==> config.mk <==
export PLATFORM = sky130hd
export DESIGN_NAME = ram_arbiter
export DESIGN_NICKNAME = d
export VERILOG_FILES = /design/src/rtl/ram_arbiter.sv
export SDC_FILE = /design/constraint.sdc
export NUM_CORES = 1
export LEC_CHECK = 0
export ABC_AREA = 1
export CAP_MARGIN = 20
export CORE_MARGIN = 5
export CORE_UTILIZATION = 28
export DETAILED_ROUTE_END_ITERATION = 6
export GPL_ROUTABILITY_DRIVEN = 0
export PLACE_DENSITY = 0.85
export SLEW_MARGIN = 20
export SYNTH_ARGS = -nofsm -noshare
export SYNTH_HDL_FRONTEND = slang
export SYNTH_SLANG_ARGS = --single-unit
==> constraint.sdc <==
create_clock -name clk -period 3.2 [get_ports clk]
set_input_delay 0.64 -clock clk [delete_from_list [all_inputs] [get_ports clk]]
set_output_delay 0.64 -clock clk [all_outputs]
set_load 0.02 [all_outputs]
==> src/rtl/ram_arbiter.sv <==
// ----------------------------------------------------------------------------
// ram_arbiter
//   Two-requester round-robin arbiter in front of a single simple dual-address
//   RAM. Each requester issues reads or writes over a valid/ready handshake.
//   At most one RAM access is made per cycle. Read data comes back one cycle
//   after the transfer, together with a one-cycle response pulse.
//
//   Optional feature (macro RAM_ARB_CLEAR_EN):
//     When the macro is defined, every reset starts a sweep that writes zero
//     to all `depth` RAM entries. No request is accepted during the sweep, and
//     `busy` is high while it runs. When the macro is undefined there is no
//     sweep: `busy` is tied low and requests are accepted in the first cycle
//     after reset.
//
// Ports
//   clk, rst                 single clock; synchronous active-high reset
//   reqNValid/Write/Addr/WrData   command from requester N (N = 0, 1)
//   reqNReady                accept strobe, combinational from the valids
//   rspNValid / rspNData     read response pulse and its data
//   wrEn/wrData/wrAdress     RAM write port
//   rdEn/rdAdress/rdData     RAM read port (rdData registered inside the RAM)
//   busy                     clear sweep in progress
// ----------------------------------------------------------------------------
module ram_arbiter #(
    parameter  int width = 8,
    parameter  int depth = 16,
    localparam int AW    = $clog2(depth)
) (
    input  logic             clk,
    input  logic             rst,
    input  logic             req0Valid,
    input  logic             req0Write,
    input  logic [AW-1:0]    req0Addr,
    input  logic [width-1:0] req0WrData,
    output logic             req0Ready,
    input  logic             req1Valid,
    input  logic             req1Write,
    input  logic [AW-1:0]    req1Addr,
    input  logic [width-1:0] req1WrData,
    output logic             req1Ready,
    output logic             rsp0Valid,
    output logic [width-1:0] rsp0Data,
    output logic             rsp1Valid,
    output logic [width-1:0] rsp1Data,
    output logic             wrEn,
    output logic [width-1:0] wrData,
    output logic [AW-1:0]    wrAdress,
    output logic             rdEn,
    output logic [AW-1:0]    rdAdress,
    input  logic [width-1:0] rdData,
    output logic             busy
);

    logic             w_clearing;   // sweep write this cycle
    logic             w_serve;      // arbitration allowed this cycle
    logic [AW-1:0]    w_clr_addr;
    logic             w_gnt;        // 0 = requester 0 selected, 1 = requester 1
    logic             w_xfer;
    logic             w_cmd_write;
    logic [AW-1:0]    w_cmd_addr;
    logic [width-1:0] w_cmd_data;

    logic             r_last_grant;
    logic             r_rsp0_valid;
    logic             r_rsp1_valid;

`ifdef RAM_ARB_CLEAR_EN
    typedef enum logic {S_CLEAR, S_SERVE} state_t;

    state_t        r_state;
    state_t        w_state_next;
    logic [AW-1:0] r_clr_cnt;

    // State register and sweep address counter
    always_ff @(posedge clk) begin
        if (rst) begin
            r_state   <= S_CLEAR;
            r_clr_cnt <= '0;
        end else begin
            r_state <= w_state_next;
            if (r_state == S_CLEAR) begin
                if (r_clr_cnt == AW'(depth - 1)) begin
                    r_clr_cnt <= '0;
                end else begin
                    r_clr_cnt <= r_clr_cnt + 1'b1;
                end
            end
        end
    end

    // Next-state logic: leave the sweep after the write to the last entry
    always_comb begin
        w_state_next = r_state;
        case (r_state)
            S_CLEAR: if (r_clr_cnt == AW'(depth - 1)) w_state_next = S_SERVE;
            S_SERVE: w_state_next = S_SERVE;
            default: w_state_next = S_SERVE;
        endcase
    end

    // The state register may hold any value while rst is high, so every
    // state-derived strobe is masked by rst.
    assign w_clearing = (r_state == S_CLEAR) & ~rst;
    assign w_serve    = (r_state == S_SERVE) & ~rst;
    assign w_clr_addr = r_clr_cnt;
`else
    assign w_clearing = 1'b0;
    assign w_serve    = ~rst;
    assign w_clr_addr = '0;
`endif

    // Round robin: on a tie pick the requester that did not win last time.
    assign w_gnt     = (req0Valid & req1Valid) ? ~r_last_grant : req1Valid;
    assign req0Ready = w_serve & req0Valid & ~w_gnt;
    assign req1Ready = w_serve & req1Valid &  w_gnt;
    assign w_xfer    = req0Ready | req1Ready;

    assign w_cmd_write = w_gnt ? req1Write  : req0Write;
    assign w_cmd_addr  = w_gnt ? req1Addr   : req0Addr;
    assign w_cmd_data  = w_gnt ? req1WrData : req0WrData;

    // Output logic: RAM command from the sweep or from the granted request
    always_comb begin
        wrEn     = 1'b0;
        wrData   = '0;
        wrAdress = '0;
        rdEn     = 1'b0;
        rdAdress = '0;
        if (w_clearing) begin
            wrEn     = 1'b1;
            wrAdress = w_clr_addr;
        end else if (w_xfer) begin
            if (w_cmd_write) begin
                wrEn     = 1'b1;
                wrAdress = w_cmd_addr;
                wrData   = w_cmd_data;
            end else begin
                rdEn     = 1'b1;
                rdAdress = w_cmd_addr;
            end
        end
    end

    // Grant history and read-response tracking
    always_ff @(posedge clk) begin
        if (rst) begin
            r_last_grant <= 1'b1;
            r_rsp0_valid <= 1'b0;
            r_rsp1_valid <= 1'b0;
        end else begin
            if (w_xfer) begin
                r_last_grant <= w_gnt;
            end
            r_rsp0_valid <= req0Ready & ~req0Write;
            r_rsp1_valid <= req1Ready & ~req1Write;
        end
    end

    // A response still pending when reset arrives is dropped immediately.
    assign rsp0Valid = r_rsp0_valid & ~rst;
    assign rsp1Valid = r_rsp1_valid & ~rst;
    assign rsp0Data  = rdData;
    assign rsp1Data  = rdData;
    assign busy      = w_clearing;

endmodule

# Word level (Yosys, flattened, before mapping)
# Index checks and enable logic that the tools add are counted.
dict set report word_totals {
  output_inout_bits 39
  wordCells 32
  in_bits 38
  register_bits 3
}
dict set report classes {
  n_bitwise 15
  muxes 14
}
# cell n
set ops {}
lappend ops {{$mux 8} 3}
lappend ops {{$mux 4} 5}
lappend ops {{$and 1x1->1} 9}
lappend ops {{$mux 1} 6}
lappend ops {{$not 1->1} 5}
lappend ops {{$or 1x1->1} 1}

# Longest topological paths before layout
# Gate-level depths: netlist (run 1).
dict set report depth {
  word_depth 6
  depth_mapped 7
  ltp_nobuf 6
}

# Worst setup path before layout (run 1)
# No wires, ideal clock.
dict set report synth_timing {
  path_type {input-to-output}
  start {input req0Valid}
  end {output rdAdress[0]}
  path_stages 7
  t_required_ns 2.560
  setup_slack_ns 1.136
  path_buffers 2
  t_arrival_ns 1.424
  cell_sequence {nand2_2 -> nand2_2 -> buf_6 -> buf_12 -> nand2_4 -> o21ai_2 -> nor2_1}
}
dict set report synth_between {
  elab_chain_cells 6
  word_cells_on_any_way 11
  classes_between {5 x mux; 6 x bitwise}
}
# element line
set synth_rtl {}
lappend synth_rtl {{from (decl)} 31} ;# input logic req0Valid,
lappend synth_rtl {{$and 1x1->1} 113} ;# assign w_gnt = (req0Valid & req1Valid) ? ~r_last_grant : req1Valid;
lappend synth_rtl {{$mux 1} 113}
lappend synth_rtl {{$not 1->1} 114} ;# assign req0Ready = w_serve & req0Valid & ~w_gnt;
lappend synth_rtl {{$and 1x1->1} 114}
lappend synth_rtl {{$or 1x1->1} 116} ;# assign w_xfer = req0Ready | req1Ready;
lappend synth_rtl {{$mux 4 *} 132} ;# end else if (w_xfer) begin
lappend synth_rtl {{to (decl)} 49} ;# output logic [AW-1:0] rdAdress,
# Every way passes the cells marked *; elsewhere a longest branch is shown, timed or not.

# Final worst setup path (run 1)
dict set report layout_timing {
  start {input req1Valid}
  end {output wrData[5]}
}
dict set report layout_between {
  elab_chain_cells 6
  word_cells_on_any_way 11
  classes_between {5 x mux; 6 x bitwise}
}
# element line
set layout_rtl {}
lappend layout_rtl {{from (decl)} 36} ;# input logic req1Valid,
lappend layout_rtl {{$and 1x1->1} 113}
lappend layout_rtl {{$mux 1} 113}
lappend layout_rtl {{$not 1->1} 114}
lappend layout_rtl {{$and 1x1->1} 114}
lappend layout_rtl {{$or 1x1->1} 116}
lappend layout_rtl {{$mux 8 *} 132}
lappend layout_rtl {{to (decl)} 46} ;# output logic [width-1:0] wrData,
# Marked as above.

==> summary.txt, run 1 <==
Most common cell in the synthesized netlist - nor2_1
Syn Area/Cell - 5.73 um2
WHS - 519 ps
DRT iter0 DRCs - 10
Crit path launch type - input port
Clock sinks - 3
Die Ht - 57.9 um
CP Capture Type - output port
Final Cycle Share - 96.2%
Min-delay worst type - reg -> reg
Die width - 57.9 um
Worst vdd ir - 0.000117 V
Register Area - 60.1 um2
Post-Syn Instances - 112
Multi-input gate area - 354 um2
# port buffers - 51
Clk slew on worst S/H paths - 40 ps
Cell Pwr Density - 233 nW/um2
Final min period - 3080 ps
ANT cells - 0
CTS tree - done
Crit path max fanout - 13
FMAX - 325 MHz
Register area share after synthesis - 9.36%
Syn nets - 150
Area contributors post-synth - buf_4, nor2_1, inv_1
Number of hold buffers added after CTS - 0
Final number of hold-violating endpoints - 0
Vias - 758
Vias in the first global route - 784
WL/cell - 11.5 um
Synthesized area - 642 um2
Gr ovfl total - 0
Final core utilization - 51.0%
Layout cells sized above 1 - 13.4%
Clk_skew - 0.138 ps
Synth warn - 0
Post-synth top area share - 19.9%
Final Slew Violations - 0
Synth cell types - 17
Cell taking the most area after synthesis - buf_4
Antenna violations before repair - 0
Starting Density - 29.3%
Required time of the critical path - 2560 ps
Final wirelength - 2.03 mm
Max cap viols - 0
Ys async rst share - 0%
Drt drc - 0
Clock Latency Late Sink - 230 ps
Synth cell count leaders - nor2_1, inv_1, nand2_1
CP arrival - 2440 ps
First-pass GRT wire length - 3.37 mm
EDFF count, synth - 0
Number of synthesized register bits - 3
Global Route Usage Sum - 12.8%
# IOs - 77
Primary FF master, synth - dfxtp_1
Setup violations, final - 0
Clk Tree Root Cell - clkbuf_4
Outcome - completed
1st-pass router iterations - 2
Vias per Instance - 4.28
Row count - 17
Setup slack, reg-to-reg - 2340 ps
Crit path kind - in -> out
Pin count of the biggest net entering global routing - 14
Full die area - 3350 um2
Total Power - 0.260 mW
Lkg Pwr - 0.654 nW
NumNets Final - 188
Number of CTS-inserted buffers - 3
Detailed Place HPWL - 1.62 mm
Core ar. - 2190 um2
Clock Tree Buf Depth - 2
Fillers - 228
H-tree levels - 1
Synth-to-layout area growth - 74.1%
Post-CTS setup buffers - 0
Routed Antenna Nets - 0
flip-flops by register name (all words and copies together) (netlist names):
register,cells
r_rsp0_valid,1
r_rsp1_valid,1
r_last_grant,1
report_power, final:
part	internal [mW]	total (mW)	switching, mW
combinational	0.0784	0.152	0.0737
clock	0.0468	0.0675	0.0207
sequential	0.0394	0.0402	0.000856
total	0.165	0.260	0.0952
cell type report:
| cell class | instances | share of cell area [%] |
|---|---|---|
| Timing Repair Buffer | 55 | 51.1 |
| Multi-Input combinational cell | 68 | 31.7 |
| Inverter | 19 | 6.38 |
| Sequential cell | 3 | 5.38 |
| Tap cell | 28 | 3.14 |
| Clock buffer | 4 | 2.35 |
metrics by stage:
stage | instances | TNS, ps | cell area, um2 | setup WS [ps]
finish | 177 | 0 | 1120 | 121
global route | 177 | -58.4 | 1120 | -14.0
CTS | 177 | 0 | 1090 | 46.1
detailed placement | 173 | -97.2 | 1060 | -15.3
global placement | 173 | 0 | 1060 | 70.4
floorplan | 112 | 0 | 642 | 1140
routing by layer:
metal / routed length, um / track usage (%)
met1: 754 / 12.5
met2: 1040 / 22.6
met3: 176 / 3.56
met4: 55 / 9.60
met5: 0 / 0
final timing paths:
kind,from,end,cells after the start
worst min-delay path,r_last_grant,r_last_grant,2
worst min register to register,r_last_grant,r_last_grant,2
worst max-delay path,req1Valid,wrData[5],6
worst max register to register,r_last_grant,r_rsp0_valid,4
worst max-delay path, cell delays in order:
cell and delay (ps):
clkdlybuf4s50_1 490, buf_4 220, nand3_1 160, nand3_4 180, nor2_1 130, clkdlybuf4s50_1 620
cell usage in the layout (no fill, tap or decap):
cell type | Yosys | routed
a21oi_1 | 1 | 1
buf_12 | 1 | 1
buf_4 | 17 | 3
clkbuf_1 | 0 | 1
clkbuf_4 | 0 | 3
clkdlybuf4s50_1 | 0 | 44
conb_1 | 1 | 1
dfxtp_1 | 3 | 3
dlymetal6s2s_1 | 0 | 7
inv_1 | 19 | 19
nand2_1 | 19 | 19
nand2_2 | 2 | 1
nand2_4 | 4 | 5
nand3_1 | 12 | 11
nand3_2 | 1 | 1
nand3_4 | 0 | 1
nor2_1 | 22 | 22
nor2_2 | 1 | 1
o21ai_0 | 1 | 1
o21ai_2 | 4 | 4
cells by family after synthesis:
logic type / after synthesis / share of synthesized area (%)
AND/OR/NAND/NOR: 61 / 44.8
buffers and inverters: 41 / 38.2
AO/OA/AOI/OAI: 6 / 7.02
flip-flops: 3 / 9.36
other: 1 / 0.584
timing repair:
item                                    CTS  global route
endpoints found under the setup margin   12            15
cloned                                    0             0
endpoints found under the hold margin     0             0
pin swaps                                 0             0
gates resized for setup                   1             9
(Power assumes the default switching activity.)
==> inputs of run 2 (changes only) <==
Settings changed: CORE_ASPECT_RATIO set to 0.6, CTS_CLUSTER_DIAMETER set to 120.
==> summary.txt, run 2 (synthesized netlist as in run 1, its figures left out) <==
RSZ-0062 raised after global routing - no
Gr ovfl total - 0 (unchanged)
WHS - 559 ps (+40.0 ps)
Met2 Use GR - 21.9% (-0.68 points)
Routed Antenna Nets - 0 (unchanged)
Comb pwr share - 50.2% (-8.3 points)
Final number of hold-violating endpoints - 0 (unchanged)
Clk slew on worst S/H paths - 30 ps (about the same)
1st-pass router iterations - 4 (+2)
CTS tree - done
Worst Reg-to-Reg Cells - 4 (unchanged)
Pin count of the biggest net entering global routing - 14 (unchanged)
# IOs - 77 (unchanged)
Vias per Instance - 4.34 (+1.4%)
Clock Power Share - 36.5% (+10 points)
Leading cell type in the layout, fill and taps excluded - clkdlybuf4s50_1
CP arrival - 2470 ps (+30 ps)
Clock sinks - 3 (unchanged)
Crit path launch type - input port
ANT cells - 0 (unchanged)
Drt drc - 0 (unchanged)
Number of hold buffers added after CTS - 0 (unchanged)
Vias - 782 (+3.2%)
Worst vdd ir - 0.000124 V (+6.0%)
Crit path cell chain - clkdlybuf4s50_1 -> nand2_2 -> nand2_2 -> buf_4 -> o21ai_2 -> nor2_1 -> clkdlybuf4s50_1
NumNets Final - 189 (+0.53%)
Final core utilization - 51.0% (about the same)
Worst r2r dst - r_last_grant
Multi-input gate area - 344 um2 (-2.8%)
Full die area - 3380 um2 (+0.93%)
CP Capture Type - output port
Register Area - 60.1 um2 (unchanged)
Number of CTS-inserted buffers - 3 (unchanged)
Switching Share - 33.2% (-3.4 points)
Min-delay worst type - reg -> reg
Worst Hold End - r_last_grant
Starting Density - 29.4% (+0.15 points)
Crit path max fanout - 9 (-4)
Worst flop-to-flop path startpoint - r_last_grant
Hold Path Origin - r_last_grant
WL/cell - 11.9 um (+3.6%)
Max cap viols - 0 (unchanged)
Global Route met1 Usage - 14.3% (+1.8 points)
Crit path kind - in -> out
Lkg Pwr - 0.572 nW (-13%)
Die width - 71.8 um (+24%)
P_sw - 0.100 mW (+5.4%)
WHS Path Cells - 2 (unchanged)
Final Cycle Share - 97.3% (+1.1 points)
Detailed Place HPWL - 1.72 mm (+5.8%)
# port buffers - 51 (unchanged)
Sequential share of power - 13.3% (-2.2 points)
Critical Path Max Stage Delay - 630 ps (about the same)
Cell Pwr Density - 272 nW/um2 (+17%)
Final wirelength - 2.14 mm (+5.4%)
Final Slew Violations - 0 (unchanged)
Pint - 0.202 mW (+23%)
Fillers - 216 (-5.3%)
CP max stage cell - clkdlybuf4s50_1
Layer with the highest usage - met2
Required time of the critical path - 2560 ps (about the same)
Post-CTS setup buffers - 0 (unchanged)
Outcome - completed
Synth-to-layout area growth - 73.1%
Vias in the first global route - 705 (-10%)
FMAX - 321 MHz (-1.1%)
First-pass GRT wire length - 3.17 mm (-5.9%)
Top Registers - r_last_grant x1, r_rsp0_valid x1, r_rsp1_valid x1
Setup violations, final - 0 (unchanged)
Final min period - 3110 ps (+34.1 ps)
Met3 Use GR - 3.85% (+0.28 points)
Antenna violations before repair - 0 (unchanged)
Clock Latency Late Sink - 220 ps (about the same)
Clk Tree Root Cell - clkbuf_8
Layout cells sized above 1 - 13.3% (-0.089 points)
Setup slack, reg-to-reg - 2260 ps (-80 ps)
Core ar. - 2180 um2 (-0.51%)
Total Power - 0.302 mW (+16%)
Global Route Usage Sum - 12.2% (-0.59 points)
Clk_skew - 5.21 ps (+5.08 ps)
H-tree levels - 1 (unchanged)
Clock Tree Buf Depth - 2 (unchanged)
DRT iter0 DRCs - 23 (+13)
Die Ht - 47.1 um (-19%)
Commonest non-fill, non-tap cells in the layout - clkdlybuf4s50_1, nor2_1, inv_1, nand2_1, nand3_1
Row count - 13 (-4)
==> run 2: worst max path at each step <==
stage | cells past startpoint | start | to | slack (ps)
finish | 7 | req0Valid | wrAdress[0] | 90
global route | 7 | req0Valid | wrAdress[0] | 4
CTS | 7 | req0Valid | wrAdress[0] | 70
detailed placement | 6 | req1Valid | wrData[3] | -10
global placement | 6 | req1Valid | wrAdress[2] | 100
floorplan | 7 | req0Valid | rdAdress[0] | 1140
==> run 2: cell type report <==
cell class | count | share of cell area, %
Inverter | 19 | 6.42
Multi-Input combinational cell | 68 | 31.0
Clock buffer | 4 | 4.05
Timing Repair Buffer | 56 | 49.8
Sequential cell | 3 | 5.41
Tap cell | 30 | 3.38
==> run 2: metrics by stage <==
stage / TNS [ps] / area (um2) / worst slack, ps / std cells
detailed placement: -12.1 / 1050 / -12.1 / 176
CTS: 0 / 1110 / 73.1 / 180
global placement: 0 / 1050 / 101 / 176
global route: 0 / 1110 / 4.22 / 180
finish: 0 / 1110 / 87.0 / 180
floorplan: 0 / 642 / 1140 / 112
==> run 2: what timing repair did <==
action / 4_1_cts / 5_1_grt
resized for setup: 1 / 2
pin swaps: 0 / 0
setup endpoints to repair: 1 / 2
==> run 2: layer usage <==
layer	routed length (um)	share of wire, %
met5	0	0
met4	29	1.4
met3	264	12
met2	974	46
met1	868	41
==> run 2: critical path, delay by kind of cell <==
family	cells	cell delay, ps
compound gates	1	90
buf+inv	3	1390
simple gates	3	350
==> run 2: power groups by stage <==
stage	Sequential, mW	Clock [mW]	Combinational [mW]
2_1_floorplan	0.0405	0	0.106
3_3_place_gp	0.0406	0	0.146
3_5_place_dp	0.0407	0	0.151
4_1_cts	0.0402	0.111	0.153
5_1_grt	0.0403	0.113	0.164
6_report	0.0402	0.110	0.152
==> edit, RTL diff (config.mk and constraints of run 1) <==
`width`: 8 -> 10.
--- a/src/rtl/ram_arbiter.sv
+++ b/src/rtl/ram_arbiter.sv
@@ -23,5 +23,5 @@
 // ----------------------------------------------------------------------------
 module ram_arbiter #(
-    parameter  int width = 8,
+    parameter  int width = 10,
     parameter  int depth = 16,
     localparam int AW    = $clog2(depth)
Interface: changed (6 resized); port bits go from 77 to 89. The function was not compared with the original's and may differ.
==> edit against run 1 <==
- register-to-register slack worse by 0.07 ns
- count of clock-buffer cells in the layout stayed put
- design area is 2.6% higher
- sequential cell count stayed put
- routed wire length is 12% higher
- synthesized cell count is 12% higher
- via count is 12% higher
- highest routed layer unchanged
- utilization is 0.81 points higher
- first-iteration DRC count grew to 2.7 times the old value
- die area is 1.1% higher
- worst setup slack hardly changed
- area after synthesis is 1.4% higher
- largest cell class unchanged
- power is 3.4% higher
==> edit: results (changes against run 1) <==
[status]
status = completed  ; unchanged

[worst_setup_path]
rr_worst_depth = 4  ; unchanged
cp_top_family = buffers and inverters  ; unchanged
crit_fanout = 9  ; was 13
arrival_ns = 2.44  ; about the same
cpMaxStageDelayCell = clkdlybuf4s50_1  ; unchanged

[global_route]
gr-usage-met2 = 0.252  ; was 0.226
grt_pass1_wl_mm = 3.35  ; was 3.37 mm
grt_max_degree = 16  ; was 14
grt_pass1_vias = 828  ; was 784
antenna_found_initial = 0  ; unchanged
gr-usage-met1 = 0.116  ; was 0.125
grt.overflow.total = 0  ; unchanged
grt_util_met3 = 0.0334  ; was 0.0356
grt_use_total = 0.128  ; about the same

[clocking]
htree_levels = 1  ; unchanged
worst_setup_hold_path_clk_slew_ns = 0.04  ; about the same
clock_latency_ns = 0.24
max-clock-path-buffers = 2  ; unchanged
cts_resized = 0  ; was 1
root_buffer = clkbuf_4  ; unchanged
cts_made_buffers = 3  ; unchanged

[route]
drtIter0Drc = 27  ; was 10
wl_per_cell_um = 11.8  ; was 11.5 µm
dr.max_layer_used = met4  ; unchanged
wl_met1_um = 823  ; was 754 µm
first_pass_iters = 4  ; was 2
route.met2.wl_mm = 1.20  ; was 1.04 mm
via_per_inst = 4.39  ; was 4.28
dr_wl_met3_um = 223  ; was 176 µm

[placed_design]
dp_hpwl_mm = 1.87  ; was 1.62 mm
post-place-ws_ns = 0.116  ; was -0.0153 ns
placed_cell_area_mm2 = 0.00111  ; was 0.00106 mm²
port_buffers = 57  ; was 51

[pwr]
leakage_uw = 0.000611  ; was 0.000654 µW
ir_drop_mv = 0.127  ; was 0.117 mV

[yosys]
synth.yosys.seq_area_share = 0.0923  ; was 0.0936
synth.area.top_cells = buf_4, nand2_1, nor2_1  ; was buf_4, nor2_1, inv_1
synthTopCellsByCount = nand2_1, nor2_1, buf_4  ; was nor2_1, inv_1, nand2_1
syn-num-nets = 169  ; was 150
synth.distinct_cells = 16  ; was 17
synthCells = 125  ; was 112
yosys_warnings = 0  ; unchanged
synth-compound-area-share = 0.0538  ; was 0.0702

[layout]
fin_cells = 193  ; was 177
layout-drive-gt1-share = 0.109  ; was 0.134
nNetsFinal = 210  ; was 188

[timing]
fin_skew_ns = 0.00526  ; was 0.000138 ns

[hold_path]
hp-class = flip-flop to flip-flop  ; unchanged
hold_depth = 2  ; unchanged

-- edit: changes by cell type in the layout (fill, tap and decap cells not counted) --
| cell | change |
|---|---|
| o21ai_1 | +5 |
| nand3_4 | -1 |
| dlymetal6s2s_1 | -4 |
| nand3_1 | +2 |
| nand2_1 | +8 |
| o21ai_2 | -4 |
| nor2_1 | +2 |
| clkdlybuf4s50_1 | +10 |
| buf_4 | +1 |
| nand2_4 | -5 |
| inv_1 | -5 |
| inv_2 | +7 |
-- edit: power by group --
group	switching (µW)	internal, µW
sequential	0.609	39.4
combinational	75.7	84.7
clock	21.3	46.9
-- edit: final timing paths --
kind	start	end	slack, ns
min reg2reg	r_last_grant	r_last_grant	0.48
max reg2reg	r_last_grant	r_last_grant	2.27
max	req0Valid	wrData[4]	0.12
min	r_last_grant	r_last_grant	0.48
-- edit: area by class of cell --
class	instances	area, µm²
tap	28	35.0
multi-input combinational	75	318
sequential	3	60.1
fill	232	1070
timing repair buffer	62	628
inverter	21	78.8
clock buffer	4	26.3
